## config.mk

```make
export PLATFORM = sky130hd
export DESIGN_NAME = receiver
export DESIGN_NICKNAME = d
export VERILOG_FILES = /design/src/rtl/receiver.sv
export SDC_FILE = /design/constraint.sdc
export NUM_CORES = 1
export LEC_CHECK = 0
export CAP_MARGIN = 20
export CORE_UTILIZATION = 25
export DETAILED_ROUTE_END_ITERATION = 8
export GPL_TIMING_DRIVEN = 0
export REMOVE_ABC_BUFFERS = 1
export SLEW_MARGIN = 25
export SYNTH_ARGS = -nofsm -noshare
export SYNTH_HDL_FRONTEND = slang
export SYNTH_SLANG_ARGS = --single-unit
```

## constraint.sdc

```tcl
create_clock -name clk -period 4.63 [get_ports clk]
set_input_delay 0.926 -clock clk [delete_from_list [all_inputs] [get_ports clk]]
set_output_delay 0.926 -clock clk [all_outputs]
set_load 0.02 [all_outputs]
```

## src/rtl/receiver.sv

```systemverilog
// 8N1 UART receiver: oversamples rx with the system clock, recovers start, WIDTH data
// bits (LSB first) and stop bit, and reports each word with a valid or frame_err strobe.
module receiver #(
    parameter int WIDTH        = 8,
    parameter int CLKS_PER_BIT = 1736
) (
    input  logic             clk,
    input  logic             reset,
    input  logic             rx,
    output logic [WIDTH-1:0] data,
    output logic             valid,
    output logic             frame_err,
    output logic             busy,
    output logic [3:0]       bit_count
);
    localparam int CW = $clog2(CLKS_PER_BIT);
    localparam logic [CW-1:0] HALF_C    = CW'(CLKS_PER_BIT / 2);
    localparam logic [CW-1:0] LAST_C    = CW'(CLKS_PER_BIT - 1);
    localparam logic [3:0]    LASTBIT_C = 4'(WIDTH - 1);

    typedef enum logic [2:0] {
        IDLE,
        START,
        DATA,
        STOP,
        WAIT_IDLE
    } state_t;

    state_t           state_q, state_d;
    logic             sync1_q, sync2_q;
    logic [CW-1:0]    cnt_q, cnt_d;
    logic [WIDTH-1:0] shift_q, shift_d;
    logic [WIDTH-1:0] data_q, data_d;
    logic [3:0]       bitcnt_q, bitcnt_d;
    logic             valid_q, valid_d;
    logic             ferr_q, ferr_d;
    logic             busy_q, busy_d;
    logic             rxs;

    assign rxs = sync2_q;

    always_comb begin
        state_d  = state_q;
        cnt_d    = cnt_q + 1'b1;
        shift_d  = shift_q;
        data_d   = data_q;
        bitcnt_d = bitcnt_q;
        valid_d  = 1'b0;
        ferr_d   = 1'b0;
        case (state_q)
            IDLE: begin
                cnt_d = '0;
                if (!rxs) begin
                    state_d = START;
                end
            end
            START: begin
                if (cnt_q == HALF_C) begin
                    cnt_d = '0;
                    if (!rxs) begin
                        state_d  = DATA;
                        bitcnt_d = 4'd0;
                    end else begin
                        state_d = IDLE;
                    end
                end
            end
            DATA: begin
                // New bits enter at the MSB so the first bit received lands in bit 0.
                if (cnt_q == LAST_C) begin
                    cnt_d    = '0;
                    shift_d  = {rxs, shift_q[WIDTH-1:1]};
                    bitcnt_d = bitcnt_q + 4'd1;
                    if (bitcnt_q == LASTBIT_C) begin
                        state_d = STOP;
                    end
                end
            end
            STOP: begin
                // Leaving at mid-stop-bit lets a back-to-back start bit be caught.
                if (cnt_q == LAST_C) begin
                    cnt_d = '0;
                    if (rxs) begin
                        data_d  = shift_q;
                        valid_d = 1'b1;
                        state_d = IDLE;
                    end else begin
                        ferr_d  = 1'b1;
                        state_d = WAIT_IDLE;
                    end
                end
            end
            WAIT_IDLE: begin
                cnt_d = '0;
                if (rxs) begin
                    state_d = IDLE;
                end
            end
            default: begin
                cnt_d   = '0;
                state_d = IDLE;
            end
        endcase
        busy_d = (state_d != IDLE);
    end

    always_ff @(posedge clk or posedge reset) begin
        if (reset) begin
            sync1_q  <= 1'b1;
            sync2_q  <= 1'b1;
            state_q  <= IDLE;
            cnt_q    <= '0;
            shift_q  <= '0;
            data_q   <= '0;
            bitcnt_q <= 4'd0;
            valid_q  <= 1'b0;
            ferr_q   <= 1'b0;
            busy_q   <= 1'b0;
        end else begin
            sync1_q  <= rx;
            sync2_q  <= sync1_q;
            state_q  <= state_d;
            cnt_q    <= cnt_d;
            shift_q  <= shift_d;
            data_q   <= data_d;
            bitcnt_q <= bitcnt_d;
            valid_q  <= valid_d;
            ferr_q   <= ferr_d;
            busy_q   <= busy_d;
        end
    end

    assign data      = data_q;
    assign valid     = valid_q;
    assign frame_err = ferr_q;
    assign busy      = busy_q;
    assign bit_count = bitcnt_q;
endmodule

```

After elaboration in Yosys (flattened, before gate mapping)

Cells that the tools add are included.

Equality and inequality tests: 10
Muxes and demuxes: 22
$add $sub $neg: 2
Reductions and logical operators: 7

Operators with widths:

| operator                | number |
|---|---|
| $mux W11                | 2 |
| $pmux W11 S2            | 1 |
| $mux W3                 | 7 |
| $pmux W3 S5             | 1 |
| $mux W4                 | 3 |
| $add A11 B1 Y11 const B | 1 |
| $eq A11 B10 Y1 const B  | 1 |
| $eq A11 B11 Y1 const B  | 1 |
| $pmux W4 S2             | 1 |
| $eq A3 B2 Y1 const B    | 2 |
| $mux W1                 | 6 |
| $ne A2 B2 Y1 const B    | 3 |
| $add A4 B1 Y4 const B   | 1 |
| $eq A4 B3 Y1 const B    | 1 |
| $reduce_and A4 Y1       | 1 |
| $eq A3 B1 Y1 const B    | 1 |
| $eq A3 B3 Y1 const B    | 1 |
| $logic_not A3 Y1        | 1 |
| $reduce_and A3 Y1       | 1 |
| $reduce_bool A3 Y1      | 1 |
| $mux W2                 | 1 |
| $reduce_and A2 Y1       | 1 |
| $reduce_bool A2 Y1      | 1 |
| $reduce_or A2 Y1        | 1 |

Output and inout port bits: 15
Flip-flop bits (word level): 39
Input bits: 3

Logic depth before layout (Yosys ltp)

Gate-level depths: netlist of the first run.

Word-level depth: 5
Gate-level depth with buffers: 7

Worst setup path after synthesis of the first run

OpenSTA, ideal clock, no wires.

Kind: flip-flop to flip-flop
From: register cnt_q[0]
To: register data_q[0], in the netlist data[0]
Clock period less this slack: 1613 ps
Data required time: 4505 ps
Path buffers: 0
Cell stages (with the launch flop): 6
Slack: 3017 ps
Arrival time: 1488 ps
Cells stage by stage: dfrtp_1 -> ha_1 -> and3b_1 -> and3_4 -> nand3_4 -> mux2_2

Longest elaborated chain between the ends: 2

RTL lines:

| item                        | RTL line | source |
|---|---|---|
| start: declaration          | 31       | `logic [CW-1:0] cnt_q, cnt_d;` |
| start signal: assignment    | 123      | `cnt_q <= cnt_d;` |
| $eq A11 B11 Y1              | 81       | `if (cnt_q == LAST_C) begin` |
| $reduce_and A3 Y1 (no line) | n/a      |  |
| end signal: assignment      | 125      | `data_q <= data_d;` |
| end: declaration            | 33       | `logic [WIDTH-1:0] data_q, data_d;` |

No other way between the ends.
A chain may end at the register's enable or synchronous reset.

Final worst setup path of the first run

From: register bitcnt_q[0], in the netlist bit_count[0]
To: output bit_count[0]

RTL lines:

| item                     | RTL line | source |
|---|---|---|
| start: declaration       | 34       | `logic [3:0] bitcnt_q, bitcnt_d;` |
| start signal: assignment | 126      | `bitcnt_q <= bitcnt_d;` |
| end: declaration         | 14       | `output logic [3:0] bit_count` |

No word-level cell between the ends.

==> out/metrics.csv, run 1 <==
stage;metric;value;unit
outcome;status;finished, final reports clean;
power_and_ir_drop;sequentialPowerShare;0.541;
global_routing;grt_pass1_vias;1112;
critical_path;endpoint_kind;primary output;
synthesis;async_flop_share;1.000;
drt;dr_total_vias;1120;
global_routing;grtUsageTotal;0.08947;
layout;fin_area;2167;sq um
synthesis;yosysSeqAreaShare;0.5562;
die;core;6794;sq um
synthesis;synth_top_area_frac;0.5263;
drt;drtIter0Drc;39;
critical_path;reg2reg_from;cnt_q[0];
die;die_h;85.89;um
synthesis;ys_ff_latch;39;
synthesis;synth_area;1759;sq um
synthesis;ys.flop_type;dfrtp_1;
synthesis;synth_area_leaders;dfrtp_1 53%, mux2_2 11%, xor2_1 4.5%;
synthesis;avgSynthCellArea;12.39;sq um
drt;antenna_left;0;
power_and_ir_drop;p_int;0.5057;mW
synthesis;syn_inst;142;
global_routing;gr-total-overflow;0;
timing;fin_crit;2.263;ns
clocking;postCtsSetupRepairBufs;0;
power_and_ir_drop;fin_total_pwr;0.6349;mW
clocking;cts.sinks;39;
timing;hold_violations;0;
critical_path;crit_path_top_delay_cell;clkdlybuf4s50_1;
global_routing;antenna_found_initial;0;
global_routing;grt_start_max_net_pins;29;
min_path;worstHoldEndpoint;rxs;
synthesis;yosysWarnings;0;
critical_path;reg2regPathDepth;5;
layout;area_growth;23.19;%
die;design.die.area;7376;sq um
critical_path;crit_chain;clkdlybuf4s50_1;
min_path;hold_path.class;flip-flop to flip-flop;
min_path;hold_depth;0;
die;rows;30;
clocking;cts-root-buf;clkbuf_8;
timing;worstMarginPinSlew;0.9713;ns
drt;drt-total-wl;3.004;mm
timing;drv_slew;0;
critical_path;crit_buf_inv;1;
layout;layout-drive-gt1-share;0.2303;
critical_path;arrival;1.34;ns
power_and_ir_drop;comb_power_share;0.016;
power_and_ir_drop;clkPwrFrac;0.443;
die;die_x;85.89;um
drt;drc;0;
clocking;clk_latency;0.29;ns
placed_design;port_buffers;17;
drt;wl_per_cell;11.51;um
flow_run;cap_violations;0;
clocking;cts-htree-levels;2;
critical_path;r2r-end;cnt_q[7];
min_path;hp-start;sync1_q;
global_routing;grt_pass1_wl;5.147;mm
power_and_ir_drop;netSwitchingPower;0.1292;mW
timing;finalClockSkew;0.007397;ns
critical_path;path_max_fanout;5;
die;num_io_pins;18;
placed_design;gp_congestion;0.7874;
synthesis;synth_top_cell_by_area;dfrtp_1;
power_and_ir_drop;power.leakage;0.9935;nW
power_and_ir_drop;switching_share;0.2035;
power_and_ir_drop;powerDensity;293.0;nW/um^2
critical_path;cp_slowest_stage_delay;0.63;ns
timing;fin_crit_sh;0.4887;
power_and_ir_drop;vdd_drop_max;142.2;uV
clocking;cts_inserted_buffers;5;
critical_path;regToRegSetupSlack;2.52;ns
timing;setup_viol;0;
critical_path;worst_ep_required_time;3.70;ns
clocking;cts.clk_slew.worst_paths;0.08;ns
critical_path;startpoint_type;flip-flop;
timing;finalSetupTns;0;ns
clocking;hold_buffers;0;
timing;max_freq;441.9;MHz
synthesis;synth_edf_count;0;
layout;num_antenna_cells;0;
synthesis;ys_types;35;
drt;viasPerCell;4.291;
timing;max_slew_margin;0.3525;
timing;hold-worst-slack;0.3594;ns
die;start_util;0.2589;
clocking;clockBufferDepth;2;
timing;rsz0062_at_grt;false;
critical_path;path_class;flip-flop to primary output;
clocking;cts_tree;done;
drt;dr.pass1.iters;4;
critical_path;path_delay_family;buffers and inverters;
placed_design;placed_cell_area;2054;sq um
layout;nets;170;
placed_design;hpwl;2.136;mm
clocking;cts_resized;0;
[worst max path at each step]
stage	start	end	slack, ns	depth (start not counted)
2_1_floorplan	reset	bit_count[0]	2.82	1
3_3_place_gp	reset	bit_count[1]	1.96	2
3_5_place_dp	cnt_q[0]	cnt_q[10]	2.52	5
4_1_cts	bit_count[0]	bit_count[0]	2.35	1
5_1_grt	bit_count[2]	bit_count[2]	2.31	1
6_report	bit_count[0]	bit_count[0]	2.37	1
[logic make-up after synthesis]
group | Yosys count | synth area share
AO/OA/AOI/OAI | 5 | 0.02276
multiplexers | 18 | 0.1145
XOR/XNOR | 10 | 0.04979
buffers and inverters | 8 | 0.01920
flip-flops | 39 | 0.5562
adder cells (fa/ha/maj) | 3 | 0.02134
AND/OR/NAND/NOR | 59 | 0.2162
[cell usage in the layout, fill, tap and decap left out, types with 2 or more instances in the layout]
master           instances
nand2_1                  5
clkdlybuf4s50_1         17
ha_1                     3
and4_1                   4
nand4_1                  6
clkbuf_8                 5
and4bb_2                 2
mux2_2                  17
xor2_1                   9
nand2b_1                 3
and3_1                   2
nand3_1                  6
inv_1                    4
nor2b_1                  2
nor3b_2                  2
nor2_1                  17
dfstp_2                  2
dfrtp_1                 37
[sequential cells by signal (all words and copies together) (netlist names)]
signal     count
data           8
cnt_q         11
state_q        3
bit_count      4
shift_q        8
frame_err      1
sync1_q        1
busy           1
valid          1
rxs            1
[final cells by class]
class	count	area [sq um]
Clock inverter	3	43.79
Fill cell	683	4627
Clock buffer	5	68.82
Inverter	5	18.77
Tap cell	96	120.1
Timing Repair Buffer	18	190.2
Multi-Input combinational cell	95	747.0
Sequential cell	39	978.4
[per-layer routing]
layer,track usage,vias to the layer above,wire length [um]
met5,0,-,0
met4,0.03636,0,25
met3,0.02887,4,97
met2,0.1378,15,1383
met1,0.1161,558,1497
li1,-,543,-
[synth_stat cells (2+ instances only)]
library cell,count
ha_1,3
and3_1,2
and4bb_2,2
nor3b_2,2
mux2_2,17
nand4_1,6
dfstp_2,2
xor2_1,9
buf_2,2
nand2_1,5
nor2b_1,2
dfrtp_1,37
and4_1,4
nand2b_1,3
nand3_1,6
nor2_1,17
inv_1,5
[metrics by stage]
step | utilization | worst slack (ns) | cells
6_report | 0.3190 | 2.367 | 261
2_1_floorplan | - | 2.818 | 139
5_1_grt | 0.3190 | 2.309 | 261
3_5_place_dp | 0.3024 | 2.519 | 253
3_3_place_gp | 0.2994 | 1.964 | 252
4_1_cts | 0.3190 | 2.354 | 261
[power groups by stage]
stage	registers [mW]	clock network, mW	logic [mW]
6_report	0.343	0.281	0.0104
4_1_cts	0.343	0.291	0.0111
2_1_floorplan	0.350	0	0.00522
3_5_place_dp	0.350	0	0.0111
5_1_grt	0.344	0.304	0.0121
3_3_place_gp	0.350	0	0.00883
Power figures use the tool's default switching activity.
==> run 2: changes to the inputs <==
==> constraint.sdc (replaced) <==
create_clock -name clk -period 2.3 [get_ports clk]
set_input_delay 0.46 -clock clk [delete_from_list [all_inputs] [get_ports clk]]
set_output_delay 0.46 -clock clk [all_outputs]
set_load 0.02 [all_outputs]
==> results of run 2 <==
The final DEF is identical to that of run 1. Status: finished, final reports clean.
Among the figures that moved: setup slack after placement 2.519 ns -> 0.1890 ns; clock-pin slew on the worst setup and hold paths 0.08 ns -> 0.07 ns; setup slack after layout 2.367 ns -> 0.1943 ns; start point of the critical path bit_count[0] -> cnt_q[0]; end point of the critical path bit_count[0] -> cnt_q[7]; register-to-register setup slack 2.52 ns -> 0.19 ns; total power 0.6349 mW -> 1.278 mW; worst IR drop on VDD 142.2 uV -> 286.3 uV
==> edit 1, RTL diff (settings of run 2) <==
One comparison of `bitcnt_q` changes from == to >=.
--- a/src/rtl/receiver.sv
+++ b/src/rtl/receiver.sv
@@ -71,7 +71,7 @@
                     cnt_d    = '0;
                     shift_d  = {rxs, shift_q[WIDTH-1:1]};
                     bitcnt_d = bitcnt_q + 4'd1;
-                    if (bitcnt_q == LASTBIT_C) begin
+                    if (bitcnt_q >= LASTBIT_C) begin
                         state_d = STOP;
                     end
                 end
Function: same outputs for any inputs over 10 cycles, from zero or initial values and one cycle with reset high; that may be too few to reach the edited logic, so the function may still have changed.
==> edit 1 against run 2 <==
  * Synthesized area is 1.4% lower
  * Global-route usage is 0.83 points higher
  * Worst setup slack better by 0.021 ns
  * Clock power is 18% higher
  * Routed wire length is 0.63% higher
  * Final area is 0.63% lower
  * Sequential cell count stayed put
  * Sequential share of layout area is 0.29 points higher
  * Total power is 8.3% higher
  * Count of clock-buffer cells in the layout is 1 higher
  * First-iteration DRC count is 23% lower
  * Critical path depth stayed put
  * Utilization is 1.1 points higher
  * Non-clock buffer count stayed put
  * Largest cell class unchanged
==> edit 1: results (changes against run 2) <==
stage;metric;value;unit;change
power_and_ir_drop;p_leak;0.9629;nW;was 0.9935 nW
place;place.port_buffers;17;;unchanged
setup_path;cp_slowest_stage_delay;0.76;ns;was 0.73 ns
global_routing;grt_start_max_net_pins;24;;was 29
yosys;synth_ff_type;dfrtp_1;;unchanged
setup_path;crit_arrival;2.21;ns;was 2.24 ns
yosys;ys_seq_area_frac;0.5638;;was 0.5562
global_routing;antenna_found_initial;0;;unchanged
place;gp_congestion;0.7237;;was 0.7874
cts;cts_resized;0;;unchanged
routing;dr.pass1.iters;4;;unchanged
yosys;yosys-top-cells-area;dfrtp_1 53%, mux2_2 10%, dfstp_2 3.0%;;was dfrtp_1 53%, mux2_2 11%, xor2_1 4.5%
yosys;ys_top_cells_by_count;37 x dfrtp_1, 16 x mux2_2, 11 x nor2_1;;was 37 x dfrtp_1, 17 x mux2_2, 17 x nor2_1
routing;vias;1139;;was 1120
cts;cts_root_buf;clkbuf_8;;unchanged
yosys;synthArstFlopShare;1.000;;unchanged
sta;tightest_slew;0.9889;ns;was 0.9713 ns
routing;drt-wirelength-per-cell;12.54;um;was 11.51 um
power_and_ir_drop;ir_worst_vdd;0.3078;mV;was 0.2863 mV
place;dp_hpwl;2143;um;was 2136 um
cts;cts_inserted_buffers;5;;unchanged
routing;dr_wl_met3;123;um;was 97 um
layout;largest_register_ff_count;11;;unchanged
global_routing;grt_pass1_wl;5540;um;was 5147 um
hold_path;hp-class;reg2reg;;unchanged
cts;cts_buffer_depth;2;;unchanged
cts;post-cts-setup-buffers;0;;unchanged
cts;cts_hold_buffers;0;;unchanged
layout;drive_above_1_share;0.2317;;was 0.2303
yosys;ys_types;39;;was 35
setup_path;critPathSlowestCell;a31oi_1;;was a32oi_1
global_routing;track_usage;0.09780;;was 0.08947
layout;diodes;0;;unchanged
sta;worst_clock_skew;0.004902;ns;was 0.007397 ns
routing;wl_met1;1469;um;was 1497 um
routing;wl_met2;1392;um;was 1383 um
global_routing;gr-total-overflow;0;;unchanged
layout;fillCellCount;667;;was 683
global_routing;grt_pass1_vias;1162;;was 1112
routing;dr.first_iter.drc_count;30;;was 39
layout;fin_nets;169;;was 170
outcome;status;finished clean;;unchanged
-- edit 1: cell count changes in the layout (fill, tap and decap cells not counted), moves of 3 or more --
cell,run 2,this run
a21oi_1,1,4
nand2b_1,3,0
nand3_1,6,3
nor2_1,17,11
o21ai_0,0,4
or3_1,1,4
xor2_1,9,5
-- edit 1: critical path, delay by kind of cell, from the launching register on --
kind	cells	cell delay [ns]
DFF	1	0.39
AOI/OAI and AO/OA	2	0.91
and+or+nand+nor	2	0.40
adders and majority gates	1	0.23
-- edit 1: cells by family after synthesis --
| family | count (synthesis) | synth area share |
|---|---|---|
| and+or+nand+nor | 52 | 0.1975 |
| xor gates and xnor gates | 8 | 0.04038 |
| muxes | 17 | 0.1103 |
| AOI/OAI and AO/OA | 14 | 0.05047 |
| buffers and inverters | 7 | 0.01586 |
| adders and majority gates | 3 | 0.02163 |
| DFF | 39 | 0.5638 |
-- edit 1: path summary, 6_finish.rpt --
kind                       endpoint  startpoint  slack [ns]
min                             rxs     sync1_q        0.36
max in group asynchronous  cnt_q[7]       reset        1.39
min reg2reg                     rxs     sync1_q        0.36
max                        cnt_q[2]    cnt_q[0]        0.22
min in group asynchronous   data[6]       reset        0.47
max reg2reg                cnt_q[2]    cnt_q[0]        0.22
-- edit 1: metal layers --
layer  global-route usage  vias to the layer above
met1               0.1318                      565
met3              0.03502                        6
li1                     -                      544
met4              0.03182                        0
met5                    0                        -
met2               0.1466                       24
-- edit 1: where the power goes --
| group | switching (mW) | internal (mW) |
|---|---|---|
| clock network | 0.236 | 0.434 |
| registers | 0.00235 | 0.688 |
| logic | 0.0143 | 0.00896 |
-- edit 1: metrics by stage --
step	area, um2	power, mW	cells	setup slack (ns)
3_3_place_gp	1993	0.7226	232	0.09565
3_5_place_dp	2021	0.7294	233	0.1665
5_1_grt	2153	1.452	241	0.02196
2_1_floorplan	1727	0.7143	138	0.5085
6_report	2153	1.384	241	0.2158
4_1_cts	2153	1.408	241	0.1756
-- edit 1: layout make-up --
| class | instances | area share |
|---|---|---|
| clock buffers | 6 | 0.03370 |
| well taps | 77 | 0.04474 |
| multi-input cells | 94 | 0.3388 |
| repair buffers | 18 | 0.09181 |
| clock inverters | 2 | 0.02789 |
| flip-flops and latches | 39 | 0.4544 |
| inverters | 5 | 0.008716 |
==> edit 2, RTL diff (config.mk and constraints of run 2) <==
Made on the original files. The parameter `CLKS_PER_BIT` goes from 1736 to 3472.
--- a/src/rtl/receiver.sv
+++ b/src/rtl/receiver.sv
@@ -2,7 +2,7 @@
 // bits (LSB first) and stop bit, and reports each word with a valid or frame_err strobe.
 module receiver #(
     parameter int WIDTH        = 8,
-    parameter int CLKS_PER_BIT = 1736
+    parameter int CLKS_PER_BIT = 3472
 ) (
     input  logic             clk,
     input  logic             reset,
Behaviour: no difference found for any inputs over 10 cycles, from zero or initial values and one cycle with reset high; that may be too few to reach the edited logic, so the function may still have changed.
==> edit 2 against run 2 <==
  * Via count rose by 8.8%
  * Final area rose by 3.6%
  * Routed wire length up 11%
  * Synthesized cell count is 11% higher
  * Worst setup slack lost 0.020 ns
  * Total power down 5.1%
  * Clock power down 15%
  * Sequential cell count is 1 higher
  * Maximum frequency is 0.94% lower
  * Clock skew decreased by 0.0027 ns
  * Synthesized area is 3.7% higher
  * Largest cell class unchanged
==> edit 2: results (changes against run 2) <==
stage;metric;value;unit;change
cts;cts_root_buf;clkbuf_8;;unchanged
yosys;synthArstFlopShare;1.000;;unchanged
setup_path;reg2reg_from;cnt_q[4];;was cnt_q[0]
setup_path;critPathMaxFanout;8;;was 11
cts;worstSkewPairLatency;0.30;ns;
layout;diodes;0;;unchanged
yosys;ys_types;38;;was 35
layout;top_register;cnt_q;;unchanged
cts;htreeDepth;2;;unchanged
sta;tightest_slew;0.5772;ns;was 0.9713 ns
yosys;ys_warn_count;0;;unchanged
yosys;ys_seq_area_frac;0.5501;;was 0.5562
layout;largest_register_ff_count;12;;was 11
setup_path;critPathSlowestCell;nor4b_2;;was a32oi_1
layout;drive_above_1_share;0.1105;;was 0.2303
routing;dr.pass1.iters;4;;unchanged
cts;clk_pin_slew;0.08;ns;
power_and_ir_drop;p_per_area;540.2;nW/um2;was 589.8 nW/um2
setup_path;crit_type;reg2reg;;unchanged
yosys;yosys-top-cells-area;dfrtp_1 52%, mux2_1 9.9%, xnor2_1 4.8%;;was dfrtp_1 53%, mux2_2 11%, xor2_1 4.5%
yosys;ys_top_cells_by_count;38 x dfrtp_1, 16 x mux2_1, 14 x nor2_1;;was 37 x dfrtp_1, 17 x mux2_2, 17 x nor2_1
cts;cts_buffer_depth;2;;unchanged
hold_path;hp-class;reg2reg;;unchanged
cts;cts_inserted_buffers;5;;unchanged
sta;worst_clock_skew;0.004706;ns;was 0.007397 ns
power_and_ir_drop;ir_worst_vdd;0.2295;mV;was 0.2863 mV
place;place.port_buffers;17;;unchanged
global_routing;track_usage;0.09966;;was 0.08947
power_and_ir_drop;p_leak;1.018;nW;was 0.9935 nW
place;dp_hpwl;2324;um;was 2136 um
setup_path;crit_arrival;2.31;ns;was 2.24 ns
layout;fillCellCount;715;;was 683
routing;drt-wirelength-per-cell;12.03;um;was 11.51 um
outcome;status;finished clean;;unchanged
global_routing;grt_start_max_net_pins;25;;was 29
layout;fin_nets;186;;was 170
routing;viasPerCell;4.401;;was 4.291
setup_path;cp_slowest_stage_delay;0.58;ns;was 0.73 ns
global_routing;antenna_found_initial;0;;unchanged
routing;dr.first_iter.drc_count;91;;was 39
place;gp_congestion;0.8006;;was 0.7874
global_routing;grt_pass1_vias;1231;;was 1112
global_routing;grt_pass1_wl;5796;um;was 5147 um
place;postPlaceCellArea;2117;um2;was 2054 um2
hold_path;hp-start;sync1_q;;unchanged
[edit 2: changes by cell type in the layout (fill, tap and decap cells not counted), moves of 4 or more]
cell / before / now
xnor2_1: 1 / 10
mux2_2: 17 / 0
and4_1: 4 / 0
xor2_1: 9 / 1
mux2_1: 0 / 16
[edit 2: layer usage]
metal | up-vias | global-route usage | routed length [um]
met1 | 599 | 0.1306 | 1671
met2 | 17 | 0.1491 | 1521
met4 | 0 | 0.05812 | 66
met3 | 5 | 0.02370 | 73
li1 | 598 | - | -
met5 | - | 0 | 0
[edit 2: kinds of logic (layout without fill, tap and decap cells)]
kind of cell,Yosys count,count (layout),share of synthesized area
compound gates,10,10,0.03842
flops,40,40,0.5501
xor+xnor,11,11,0.05281
buf+inv,13,36,0.02812
mux,16,16,0.09876
simple gates,65,65,0.2113
fa+ha+maj,3,3,0.02058
[edit 2: repair_timing]
action	in CTS	in global routing
pin swaps	1	0
buffers inserted	3	0
resized for setup	1	2
setup endpoints to repair	15	9
hold buffers	0	0
[edit 2: final timing paths]
check,slack (ns),cells past startpoint,endpoint
worst max-delay path,0.17,4,data[1]
worst min register to register,0.36,0,rxs
max in group asynchronous,1.31,3,rxs
worst max register to register,0.17,4,data[1]
min in group asynchronous,0.47,2,data[6]
worst min-delay path,0.36,0,rxs
[edit 2: final cells by class]
cell class                      count  area share
Tap cell                           96     0.05351
Sequential cell                    40      0.4470
Inverter                            7     0.01171
Clock buffer                        6     0.03679
Clock inverter                      2    0.004459
Timing Repair Buffer               21     0.09810
Multi-Input combinational cell    105      0.3484
[edit 2: metrics by stage]
stage	std cells	hold slack [ns]	setup TNS, ns	worst slack [ns]
floorplan	152	0.3452	0	0.2391
global placement	265	0.3470	-0.8955	-0.1624
detailed placement	266	0.3510	-0.8585	-0.1568
CTS	277	0.3618	0	0.04912
global route	277	0.3631	0	0.01156
finish	277	0.3600	0	0.1744
[edit 2: power by group]
part / internal (mW) / switching [mW] / total, mW / leakage (nW)
registers: 0.706 / 0.00229 / 0.708 / 0.532
logic: 0.00839 / 0.0151 / 0.0235 / 0.436
clock network: 0.239 / 0.241 / 0.481 / 0.0510
total: 0.954 / 0.259 / 1.21 / 1.02
[edit 2: critical path, delay by kind of cell, from the launching register on]
| kind | cells | cell delay, ns |
|---|---|---|
| and+or+nand+nor | 3 | 1.19 |
| muxes | 1 | 0.36 |
| DFF | 1 | 0.46 |
